===== src/rtl/uart_pkg.sv =====
// uart_pkg: shared types and constants for the buffered UART transmitter.
//   uart_tx_state_t : transmit FSM states (PARITY only reachable when
//                     UART_TX_PARITY_EN is defined).
//   LINE_IDLE       : serial line level while idle / during stop bits.
//   LINE_START      : serial line level during the start bit.
package uart_pkg;

  typedef enum logic [2:0] {
    IDLE,
    START,
    DATA,
    PARITY,
    STOP
  } uart_tx_state_t;

  localparam logic LINE_IDLE  = 1'b1;
  localparam logic LINE_START = 1'b0;

endpackage


===== src/rtl/uart_fifo.sv =====
// uart_fifo: synchronous DEPTH-entry, DATA_W-wide first-word-fall-through FIFO.
// Ports:
//   clk, rst         : clock, synchronous active-high reset (pointers cleared)
//   push, push_data  : write request; ignored while full
//   pop              : read request; ignored while empty
//   pop_data         : word at the head of the FIFO (valid while !empty)
//   full, empty      : status flags
//   level            : number of stored words, 0..DEPTH
module uart_fifo #(
  parameter int  DATA_W = 8,
  parameter int  DEPTH  = 4,
  localparam int PTR_W  = $clog2(DEPTH),
  localparam int LVL_W  = $clog2(DEPTH + 1)
) (
  input  logic              clk,
  input  logic              rst,
  input  logic              push,
  input  logic [DATA_W-1:0] push_data,
  input  logic              pop,
  output logic [DATA_W-1:0] pop_data,
  output logic              full,
  output logic              empty,
  output logic [LVL_W-1:0]  level
);

  logic [DATA_W-1:0] mem_q [DEPTH];
  logic [PTR_W-1:0]  wr_ptr_q, wr_ptr_d;
  logic [PTR_W-1:0]  rd_ptr_q, rd_ptr_d;
  logic [LVL_W-1:0]  count_q, count_d;
  logic              push_ok, pop_ok;

  assign full     = (count_q == LVL_W'(DEPTH));
  assign empty    = (count_q == '0);
  assign level    = count_q;
  // The transmitter loads its shift register on the pop edge, so the head
  // word must be visible combinationally.
  assign pop_data = mem_q[rd_ptr_q];
  assign push_ok  = push && !full;
  assign pop_ok   = pop && !empty;

  // DEPTH is a power of two, so pointers wrap naturally.
  always_comb begin
    wr_ptr_d = wr_ptr_q;
    rd_ptr_d = rd_ptr_q;
    count_d  = count_q;
    if (push_ok) wr_ptr_d = wr_ptr_q + PTR_W'(1);
    if (pop_ok)  rd_ptr_d = rd_ptr_q + PTR_W'(1);
    case ({push_ok, pop_ok})
      2'b10:   count_d = count_q + LVL_W'(1);
      2'b01:   count_d = count_q - LVL_W'(1);
      default: count_d = count_q;
    endcase
  end

  always_ff @(posedge clk) begin
    if (rst) begin
      wr_ptr_q <= '0;
      rd_ptr_q <= '0;
      count_q  <= '0;
    end else begin
      wr_ptr_q <= wr_ptr_d;
      rd_ptr_q <= rd_ptr_d;
      count_q  <= count_d;
    end
  end

  // Storage is not reset; contents are discarded by clearing the pointers.
  always_ff @(posedge clk) begin
    if (push_ok) mem_q[wr_ptr_q] <= push_data;
  end

endmodule


===== src/rtl/uart_tx_fifo.sv =====
// uart_tx_fifo: buffered, parametrised UART transmitter.
// Words enter a DEPTH-entry FIFO via tx_valid/tx_ready and are serialised as
// start bit, DATA_W data bits LSB first, optional parity bit, STOP_BITS stop
// bits, each bit CLKS_PER_BIT clk cycles long.
// Build option: define UART_TX_PARITY_EN to include the parity bit
// (PARITY_ODD selects odd parity); undefined, frames carry no parity.
// Ports:
//   clk, rst    : clock, synchronous active-high reset
//   en_tx       : allows new frames to start (never aborts a running frame)
//   data_tx     : word to enqueue, tx_valid qualifies it
//   tx_ready    : FIFO not full
//   u_tx        : registered serial output, idle high
//   tx_done     : one-cycle pulse after the last stop-bit cycle
//   busy        : frame in progress
//   fifo_level  : number of queued words
module uart_tx_fifo
  import uart_pkg::*;
#(
  parameter int  DATA_W       = 8,
  parameter int  CLKS_PER_BIT = 16,
  parameter int  STOP_BITS    = 1,
  parameter int  DEPTH        = 4,
  parameter int  PARITY_ODD   = 0,
  localparam int LVL_W        = $clog2(DEPTH + 1)
) (
  input  logic              clk,
  input  logic              rst,
  input  logic              en_tx,
  input  logic [DATA_W-1:0] data_tx,
  input  logic              tx_valid,
  output logic              tx_ready,
  output logic              u_tx,
  output logic              tx_done,
  output logic              busy,
  output logic [LVL_W-1:0]  fifo_level
);

  localparam int BAUD_W = $clog2(CLKS_PER_BIT);
  localparam int BIT_W  = $clog2(DATA_W);

  // Reject illegal configurations at elaboration.
  if (DATA_W < 5 || DATA_W > 9) begin : g_bad_data_w
    $error("uart_tx_fifo: DATA_W must be 5..9");
  end
  if (CLKS_PER_BIT < 2) begin : g_bad_cpb
    $error("uart_tx_fifo: CLKS_PER_BIT must be >= 2");
  end
  if (STOP_BITS != 1 && STOP_BITS != 2) begin : g_bad_stop
    $error("uart_tx_fifo: STOP_BITS must be 1 or 2");
  end
  if (DEPTH < 2 || (DEPTH & (DEPTH - 1)) != 0) begin : g_bad_depth
    $error("uart_tx_fifo: DEPTH must be a power of two >= 2");
  end
  if (PARITY_ODD != 0 && PARITY_ODD != 1) begin : g_bad_parity
    $error("uart_tx_fifo: PARITY_ODD must be 0 or 1");
  end

  uart_tx_state_t     state_q, state_d;
  logic [BAUD_W-1:0]  baud_q, baud_d;
  logic [BIT_W-1:0]   bit_q, bit_d;
  logic [DATA_W-1:0]  shift_q, shift_d;
  logic               u_tx_q, u_tx_d;
  logic               tx_done_q, tx_done_d;
  logic               busy_q, busy_d;
`ifdef UART_TX_PARITY_EN
  logic               parity_q, parity_d;
`endif

  logic               fifo_pop;
  logic               fifo_full, fifo_empty;
  logic [DATA_W-1:0]  fifo_data;
  logic               bit_end;
  logic               can_start;

  uart_fifo #(
    .DATA_W (DATA_W),
    .DEPTH  (DEPTH)
  ) u_fifo (
    .clk       (clk),
    .rst       (rst),
    .push      (tx_valid),
    .push_data (data_tx),
    .pop       (fifo_pop),
    .pop_data  (fifo_data),
    .full      (fifo_full),
    .empty     (fifo_empty),
    .level     (fifo_level)
  );

  assign tx_ready  = !fifo_full;
  assign bit_end   = (baud_q == BAUD_W'(CLKS_PER_BIT - 1));
  assign can_start = !fifo_empty && en_tx;

  always_comb begin
    state_d   = state_q;
    baud_d    = baud_q;
    bit_d     = bit_q;
    shift_d   = shift_q;
    u_tx_d    = u_tx_q;
    tx_done_d = 1'b0;
    fifo_pop  = 1'b0;
`ifdef UART_TX_PARITY_EN
    parity_d  = parity_q;
`endif

    if (state_q != IDLE) baud_d = bit_end ? '0 : baud_q + BAUD_W'(1);

    case (state_q)
      IDLE: begin
        if (can_start) begin
          state_d  = START;
          baud_d   = '0;
          bit_d    = '0;
          shift_d  = fifo_data;
          fifo_pop = 1'b1;
          u_tx_d   = LINE_START;
`ifdef UART_TX_PARITY_EN
          parity_d = (^fifo_data) ^ (PARITY_ODD != 0);
`endif
        end
      end
      START: begin
        if (bit_end) begin
          state_d = DATA;
          bit_d   = '0;
          u_tx_d  = shift_q[0];
        end
      end
      DATA: begin
        if (bit_end) begin
          bit_d = '0;
          if (bit_q == BIT_W'(DATA_W - 1)) begin
`ifdef UART_TX_PARITY_EN
            state_d = PARITY;
            u_tx_d  = parity_q;
`else
            state_d = STOP;
            u_tx_d  = LINE_IDLE;
`endif
          end else begin
            bit_d   = bit_q + BIT_W'(1);
            shift_d = shift_q >> 1;
            u_tx_d  = shift_d[0];
          end
        end
      end
`ifdef UART_TX_PARITY_EN
      PARITY: begin
        if (bit_end) begin
          state_d = STOP;
          bit_d   = '0;
          u_tx_d  = LINE_IDLE;
        end
      end
`endif
      STOP: begin
        if (bit_end) begin
          if (bit_q == BIT_W'(STOP_BITS - 1)) begin
            tx_done_d = 1'b1;
            // Chain straight into the next frame when possible: no idle gap.
            if (can_start) begin
              state_d  = START;
              bit_d    = '0;
              shift_d  = fifo_data;
              fifo_pop = 1'b1;
              u_tx_d   = LINE_START;
`ifdef UART_TX_PARITY_EN
              parity_d = (^fifo_data) ^ (PARITY_ODD != 0);
`endif
            end else begin
              state_d = IDLE;
              u_tx_d  = LINE_IDLE;
            end
          end else begin
            bit_d = bit_q + BIT_W'(1);
          end
        end
      end
      default: begin
        state_d = IDLE;
        u_tx_d  = LINE_IDLE;
      end
    endcase

    busy_d = (state_d != IDLE);
  end

  always_ff @(posedge clk) begin
    if (rst) begin
      state_q   <= IDLE;
      baud_q    <= '0;
      bit_q     <= '0;
      shift_q   <= '0;
      u_tx_q    <= LINE_IDLE;
      tx_done_q <= 1'b0;
      busy_q    <= 1'b0;
`ifdef UART_TX_PARITY_EN
      parity_q  <= 1'b0;
`endif
    end else begin
      state_q   <= state_d;
      baud_q    <= baud_d;
      bit_q     <= bit_d;
      shift_q   <= shift_d;
      u_tx_q    <= u_tx_d;
      tx_done_q <= tx_done_d;
      busy_q    <= busy_d;
`ifdef UART_TX_PARITY_EN
      parity_q  <= parity_d;
`endif
    end
  end

  assign u_tx    = u_tx_q;
  assign tx_done = tx_done_q;
  assign busy    = busy_q;

endmodule


===== config.mk =====
export PLATFORM = sky130hd
export DESIGN_NAME = uart_tx_fifo
export DESIGN_NICKNAME = d
export VERILOG_FILES = /design/src/rtl/uart_pkg.sv /design/src/rtl/uart_fifo.sv /design/src/rtl/uart_tx_fifo.sv
export SDC_FILE = /design/constraint.sdc
export NUM_CORES = 1
export LEC_CHECK = 0
export CAP_MARGIN = 20
export CORE_ASPECT_RATIO = 0.5
export CORE_UTILIZATION = 40
export CTS_BUF_LIST = sky130_fd_sc_hd__clkbuf_2
export DETAILED_ROUTE_END_ITERATION = 10
export PLACE_DENSITY = 0.67
export SYNTH_ARGS = -nofsm -noshare
export SYNTH_HDL_FRONTEND = slang
export SYNTH_SLANG_ARGS = --single-unit
export TNS_END_PERCENT = 5

===== constraint.sdc =====
create_clock -name clk -period 3.2 [get_ports clk]
set_clock_uncertainty 0.15 [all_clocks]
set_input_delay 0.64 -clock clk [delete_from_list [all_inputs] [get_ports clk]]
set_output_delay 0.64 -clock clk [all_outputs]
set_load 0.005 [all_outputs]

; Word-level counts from Yosys, hierarchy flattened
; Memory sizes are Yosys's and may differ from the RTL's. A register that Yosys moved wholly into a read port is not among the register bits.
; Index checks and enable logic that the tools add are counted.
[op_classes]
n_reduce_logical = 17
add_sub_neg = 6
n_bitwise = 2
mux = 43
eq_ne = 14
[op_table]
columns = op, count
row1 = $mux W8, 5
row2 = $mux W3, 12
row3 = $pmux W3 S4, 2
row4 = $pmux W8 S3, 1
row5 = $mux W4, 4
row6 = $mux W1, 14
row7 = $ne A2 B2 Y1 const B, 6
row8 = $reduce_and A5 Y1, 2
row9 = $eq A3 B3 Y1 const B, 3
row10 = $logic_not A3 Y1, 3
row11 = $reduce_bool A3 Y1, 3
row12 = $add A3 B1 Y3 const B, 2
row13 = $pmux W3 S2, 1
row14 = $add A2 B1 Y2 const B, 2
row15 = $add A4 B1 Y4 const B, 1
row16 = $eq A4 B4 Y1 const B, 1
row17 = $mux W2, 2
row18 = $pmux W1 S4, 1
row19 = $reduce_and A4 Y1, 1
row20 = $reduce_bool A4 Y1, 1
row21 = $eq A3 B1 Y1 const B, 1
row22 = $eq A3 B2 Y1 const B, 1
row23 = $logic_and A1 B1 Y1, 3
row24 = $reduce_or A3 Y1, 1
row25 = 7 further kinds, 9
[word_totals]
n_memories = 1
output_inout_bits = 7
mem_bits_rw = 32
in_bits = 12
reg_bits = 28
[memory_table]
columns = memory, depth, word_bits, rd, rd_ports_with_merged_regs, wr, line
row1 = u_fifo.mem_q, 4, 8, 1, 1, 1, uart_fifo.sv:26  ; logic [DATA_W-1:0] mem_q [DEPTH];

; Longest topological paths before layout
[logic_depth]
word_depth = 10
mapped_depth = 11
depth_no_buf = 11

; By module
; A second synthesis with hierarchy kept.
[hier_totals]
cells_unflattened = 254
area_unflattened_um2 = 2951.6
[modules_own_cells]
columns = mod, cells_per_inst, instances, seq_area_each_um2, area_per_inst_um2
row1 = uart_fifo, 96, 1, 1141.1, 1635.3
row2 = uart_tx_fifo, 158, 1, 420.4, 1316.3

; Worst setup path before layout
; No wires, ideal clock.
[synth_path]
kind = register to register
from = register baud_q[0]
to = register u_fifo.count_q[2], in the netlist u_fifo.level[2]
path_buffers = 0
period_less_slack_ns = 2.514
arrival_ns = 2.294
stages_incl_launch_ff = 11
setup_ns = 0.070
t_required_ns = 2.980
path_slack_ns = 0.686
cell_sequence = dfxtp_1 ha_1 and3_1 a21boi_2 nor4_4 ha_1 inv_1 fa_1 xor2_1 or3_1 a21oi_1
[synth_between]
elab_chain_cells = 6
[synth_rtl]
columns = item, line
row1 = from (decl), uart_tx_fifo.sv:59  ; logic [BAUD_W-1:0] baud_q, baud_d;
row2 = from (signal assigned), uart_tx_fifo.sv:202  ; baud_q <= baud_d;
row3 = $eq A4 B4 Y1 *, uart_tx_fifo.sv:91  ; assign bit_end = (baud_q == BAUD_W'(CLKS_PER_BIT - 1));
row4 = $mux W1 *, uart_tx_fifo.sv:157  ; if (bit_end) begin
row5 = $pmux W1 S2 *, uart_tx_fifo.sv:108  ; case (state_q)
row6 = $logic_and A1 B1 Y1 *, uart_fifo.sv:39  ; assign pop_ok = pop && !empty;
row7 = named net u_fifo.pop_ok, uart_fifo.sv:30  ; logic push_ok, pop_ok;
row8 = $eq A2 B1 Y1 or $eq A2 B2 Y1 (tied branches), uart_fifo.sv:48  ; case ({push_ok, pop_ok})
row9 = $pmux W3 S2 or $reduce_bool A2 Y1 (tied branches), n/a
row10 = to (signal assigned), uart_fifo.sv:63  ; count_q <= count_d;
row11 = to (decl), uart_fifo.sv:29  ; logic [LVL_W-1:0] count_q, count_d;
; Mark *: on every way through the listed nets, which the timed path passes. The rest lies on a longest branch.
; A chain may end at the register's enable or synchronous reset.

; Worst setup path in the final report
[layout_path]
from = register u_fifo.count_q[2], in the netlist u_fifo.level[2]
to = output port tx_ready
[layout_between]
elab_chain_cells = 2
[layout_rtl]
columns = item, line
row1 = $eq A3 B3 Y1, uart_fifo.sv:32  ; assign full = (count_q == LVL_W'(DEPTH));
row2 = $logic_not A1 Y1, uart_tx_fifo.sv:90  ; assign tx_ready = !fifo_full;
row3 = to (decl), uart_tx_fifo.sv:31  ; output logic tx_ready,
; Every way passes these cells.

==> insert_results.sql <==
INSERT INTO impl_metrics (metric_group, metric, value, unit) VALUES
('outcome', 'run_status', 'completed', ''),
('route', 'ant_nets', '0', ''),
('worst_hold_path', 'min_path_type', 'flip-flop to flip-flop', ''),
('job', 'max-cap-violations', '0', ''),
('layout', 'total_nets_final', '282', ''),
('layout', 'final_area', '3293', 'µm²'),
('layout', 'antenna-diode-count', '0', ''),
('timing', 'slew_headroom', '0.5663', ''),
('critical_path', 'crit_path_cell_trace', 'or3b_1 -> clkdlybuf4s50_1', ''),
('layout', 'share_of_final_layout_standard_cells_stronger_than_drive_strength_1', '0.1434', ''),
('layout', 'filler_instances', '617', ''),
('global_routing', 'number_of_antenna_violations_at_the_first_check_in_global_routing', '0', ''),
('worst_hold_path', 'whs_endpoint', 'shift_q[7]', ''),
('global_routing', 'first_pass_grt_wire_length', '9239', 'µm'),
('timing', 'fin_crit', '2.737', 'ns'),
('critical_path', 'worstSetupEndpointType', 'output pin', ''),
('clock_network', 'cts.hold.buffers_added', '0', ''),
('clock_network', 'post_cts_resize_count', '0', ''),
('route', 'drt_first_iter_violations', '113', ''),
('clock_network', 'cts-htree-levels', '3', ''),
('floorplan', 'floorplan.io_pins', '19', ''),
('timing', 'timing.final.max_slew_violations', '0', ''),
('power', 'fin_total_pwr', '0.002264', 'W'),
('layout', 'mostFrequentLayoutCell', 'edfxtp_1', ''),
('logic_synthesis', 'synthFlopType', 'edfxtp_1', ''),
('floorplan', 'chipWidth', '122.4', 'µm'),
('logic_synthesis', 'postSynth.asyncResetShare', '0', ''),
('timing', 'worst_slew_pin_slew', '0.6486', 'ns'),
('logic_synthesis', 'synth_enable_flop_cells', '32', ''),
('place', 'post_dp_cell_area', '3163', 'µm²'),
('clock_network', 'cts_setup_buffers', '0', ''),
('place', 'quantity_of_i_o_buffers_inserted_on_ports', '18', ''),
('layout', 'most-common-layout-cells', 'edfxtp_1 (32), dfxtp_1 (30), a21oi_1 (22)', ''),
('worst_hold_path', 'whs_path_depth', '2', ''),
('logic_synthesis', 'netlist_instances', '239', ''),
('route', 'routed-via-count', '1981', ''),
('floorplan', 'placementRows', '21', ''),
('clock_network', 'ctsRootBufferMaster', 'clkbuf_2', ''),
('logic_synthesis', 'register_bit_count_reported_by_yosys', '62', ''),
('layout', 'final_core_utilization', '0.4821', ''),
('layout', 'synthToLayoutAreaGrowth', '13.55', '%'),
('floorplan', 'floorplan.die_area', '7616', 'µm²'),
('logic_synthesis', 'synth_sequential_area_ratio', '0.5384', ''),
('timing', 'final_hold_vios', '0', ''),
('critical_path', 'r2r-end', 'u_fifo.level[2]', ''),
('power', 'power_leakage', '1.150', 'nW'),
('logic_synthesis', 'syn-num-nets', '261', ''),
('floorplan', 'starting_density_of_the_core', '0.4245', ''),
('timing', 'clock.fmax', '365.4', 'MHz'),
('critical_path', 'setup.reg_to_reg.worst_slack', '0.49', 'ns'),
('timing', 'post-route-period-util', '0.8552', ''),
('critical_path', 'timing.critical_path.slowest_cell_delay', '0.50', 'ns'),
('critical_path', 'critical_path_class', 'flip-flop to output pin', ''),
('logic_synthesis', 'area_of_the_mapped_netlist', '2900', 'µm²'),
('worst_hold_path', 'critical_hold_path_startpoint', 'shift_q[7]', ''),
('logic_synthesis', 'synth.avg_cell_area', '12.14', 'µm²'),
('floorplan', 'core_area', '6832', 'µm²'),
('critical_path', 'crit_required', '2.41', 'ns'),
('global_routing', 'grt_use_total', '0.1620', ''),
('power', 'cellPowerDensity', '687.5', 'nW/µm²'),
('clock_network', 'cts-root-to-sink-buffers', '2', ''),
('critical_path', 'critPathLaunchType', 'flip-flop', ''),
('clock_network', 'cts_tree', 'yes', ''),
('clock_network', 'clk_latency', '0.51', 'ns'),
('route', 'drc', '0', ''),
('route', 'viasPerCell', '5.549', ''),
('power', 'ir_worst_vdd', '0.2575', 'mV'),
('route', 'routed_wire_length_per_instance', '15.10', 'µm'),
('global_routing', 'first_global_vias', '1915', ''),
('clock_network', 'cts-buffers-inserted', '9', ''),
('floorplan', 'die_height', '62.21', 'µm');
[state kept, by name (all words and copies together), names as in the netlist, named ones only]
register         count
shift_q              8
u_tx                 1
u_fifo.mem_q        32
u_fifo.rd_ptr_q      2
busy                 1
tx_done              1
u_fifo.wr_ptr_q      2
state_q              3
u_fifo.level         3
baud_q               4
bit_q                3
[stage by stage]
stage               instances  worst slack, ns  hold slack [ns]
CTS                       357           0.4242           0.3540
global placement          341           0.2013           0.3229
detailed placement        341           0.1228           0.3312
floorplan                 239           0.6858           0.3029
finish                    357           0.4633           0.3578
global route              357           0.3276           0.3689
[final cells by class]
type,count,area (µm²),area share
clock inverter,5,75.07,0.02280
sequential,62,1562,0.4742
clock buffer,11,55.05,0.01672
multi-input combinational,154,1227,0.3727
timing repair buffer,24,225.2,0.06839
inverter,9,33.78,0.01026
tap,92,115.1,0.03495
[where the power goes]
group          switching, W  internal (W)
Clock              0.000282      0.000260
Combinational      0.000315      0.000329
Sequential         0.000108      0.000969
[synthesized netlist by cell type (2+ instances only)]
cell	number	area [µm²]
nand2_1	7	26.28
a31oi_1	3	18.77
a311oi_1	7	61.31
edfxtp_1	32	960.9
buf_4	4	30.03
and3_1	5	31.28
inv_1	9	33.78
o31a_2	2	20.02
or3b_1	2	17.52
buf_1	2	7.510
nor3_1	7	35.03
nor2_1	18	67.56
nand2b_1	3	18.77
o21ai_0	5	25.02
nand4_1	2	12.51
ha_1	9	112.6
mux2_2	2	22.52
nand3_1	7	35.03
nor2b_1	3	18.77
a211oi_1	4	30.03
buf_2	2	10.01
xor2_1	2	17.52
nand3b_1	2	15.01
dfxtp_1	30	600.6
mux4_2	8	180.2
o31ai_1	2	15.01
mux2i_1	9	90.09
or3_1	5	31.28
a21oi_1	22	110.1
clkbuf_1	5	18.77
[how the worst max path moves through the flow]
stage,end,start,slack (ns),cells past startpoint
after floorplan,u_fifo.level[2],baud_q[0],0.69,10
after global placement,u_fifo.level[2],en_tx,0.20,9
after detailed placement,u_fifo.level[2],en_tx,0.12,9
after CTS,tx_ready,u_fifo.level[2],0.42,2
after global routing,tx_ready,u_fifo.level[2],0.33,2
final,tx_ready,u_fifo.level[2],0.46,2
[worst max-delay path, delay by kind of cell, from the launching register on]
family | cells | cell delay, ns
flops | 1 | 0.50
buf+inv | 1 | 0.48
simple gates | 1 | 0.47
[cell families after synthesis]
family	count (synthesis)	synth area share
XOR/XNOR	3	0.009061
buffers and inverters	23	0.03840
flip-flops	62	0.5384
AO/OA/AOI/OAI	56	0.1402
adder cells (fa/ha/maj)	10	0.04573
multiplexers	19	0.1009
AND/OR/NAND/NOR	66	0.1273
[metal layers]
| layer | part of all wire | track usage | vias up |
|---|---|---|---|
| li1 | - | - | 960 |
| met1 | 0.49 | 0.2110 | 992 |
| met2 | 0.46 | 0.2430 | 25 |
| met3 | 0.038 | 0.06618 | 4 |
| met4 | 0.0082 | 0.05488 | 0 |
| met5 | 0 | 0 | - |
Note: power is estimated with default switching activity, not from simulation.
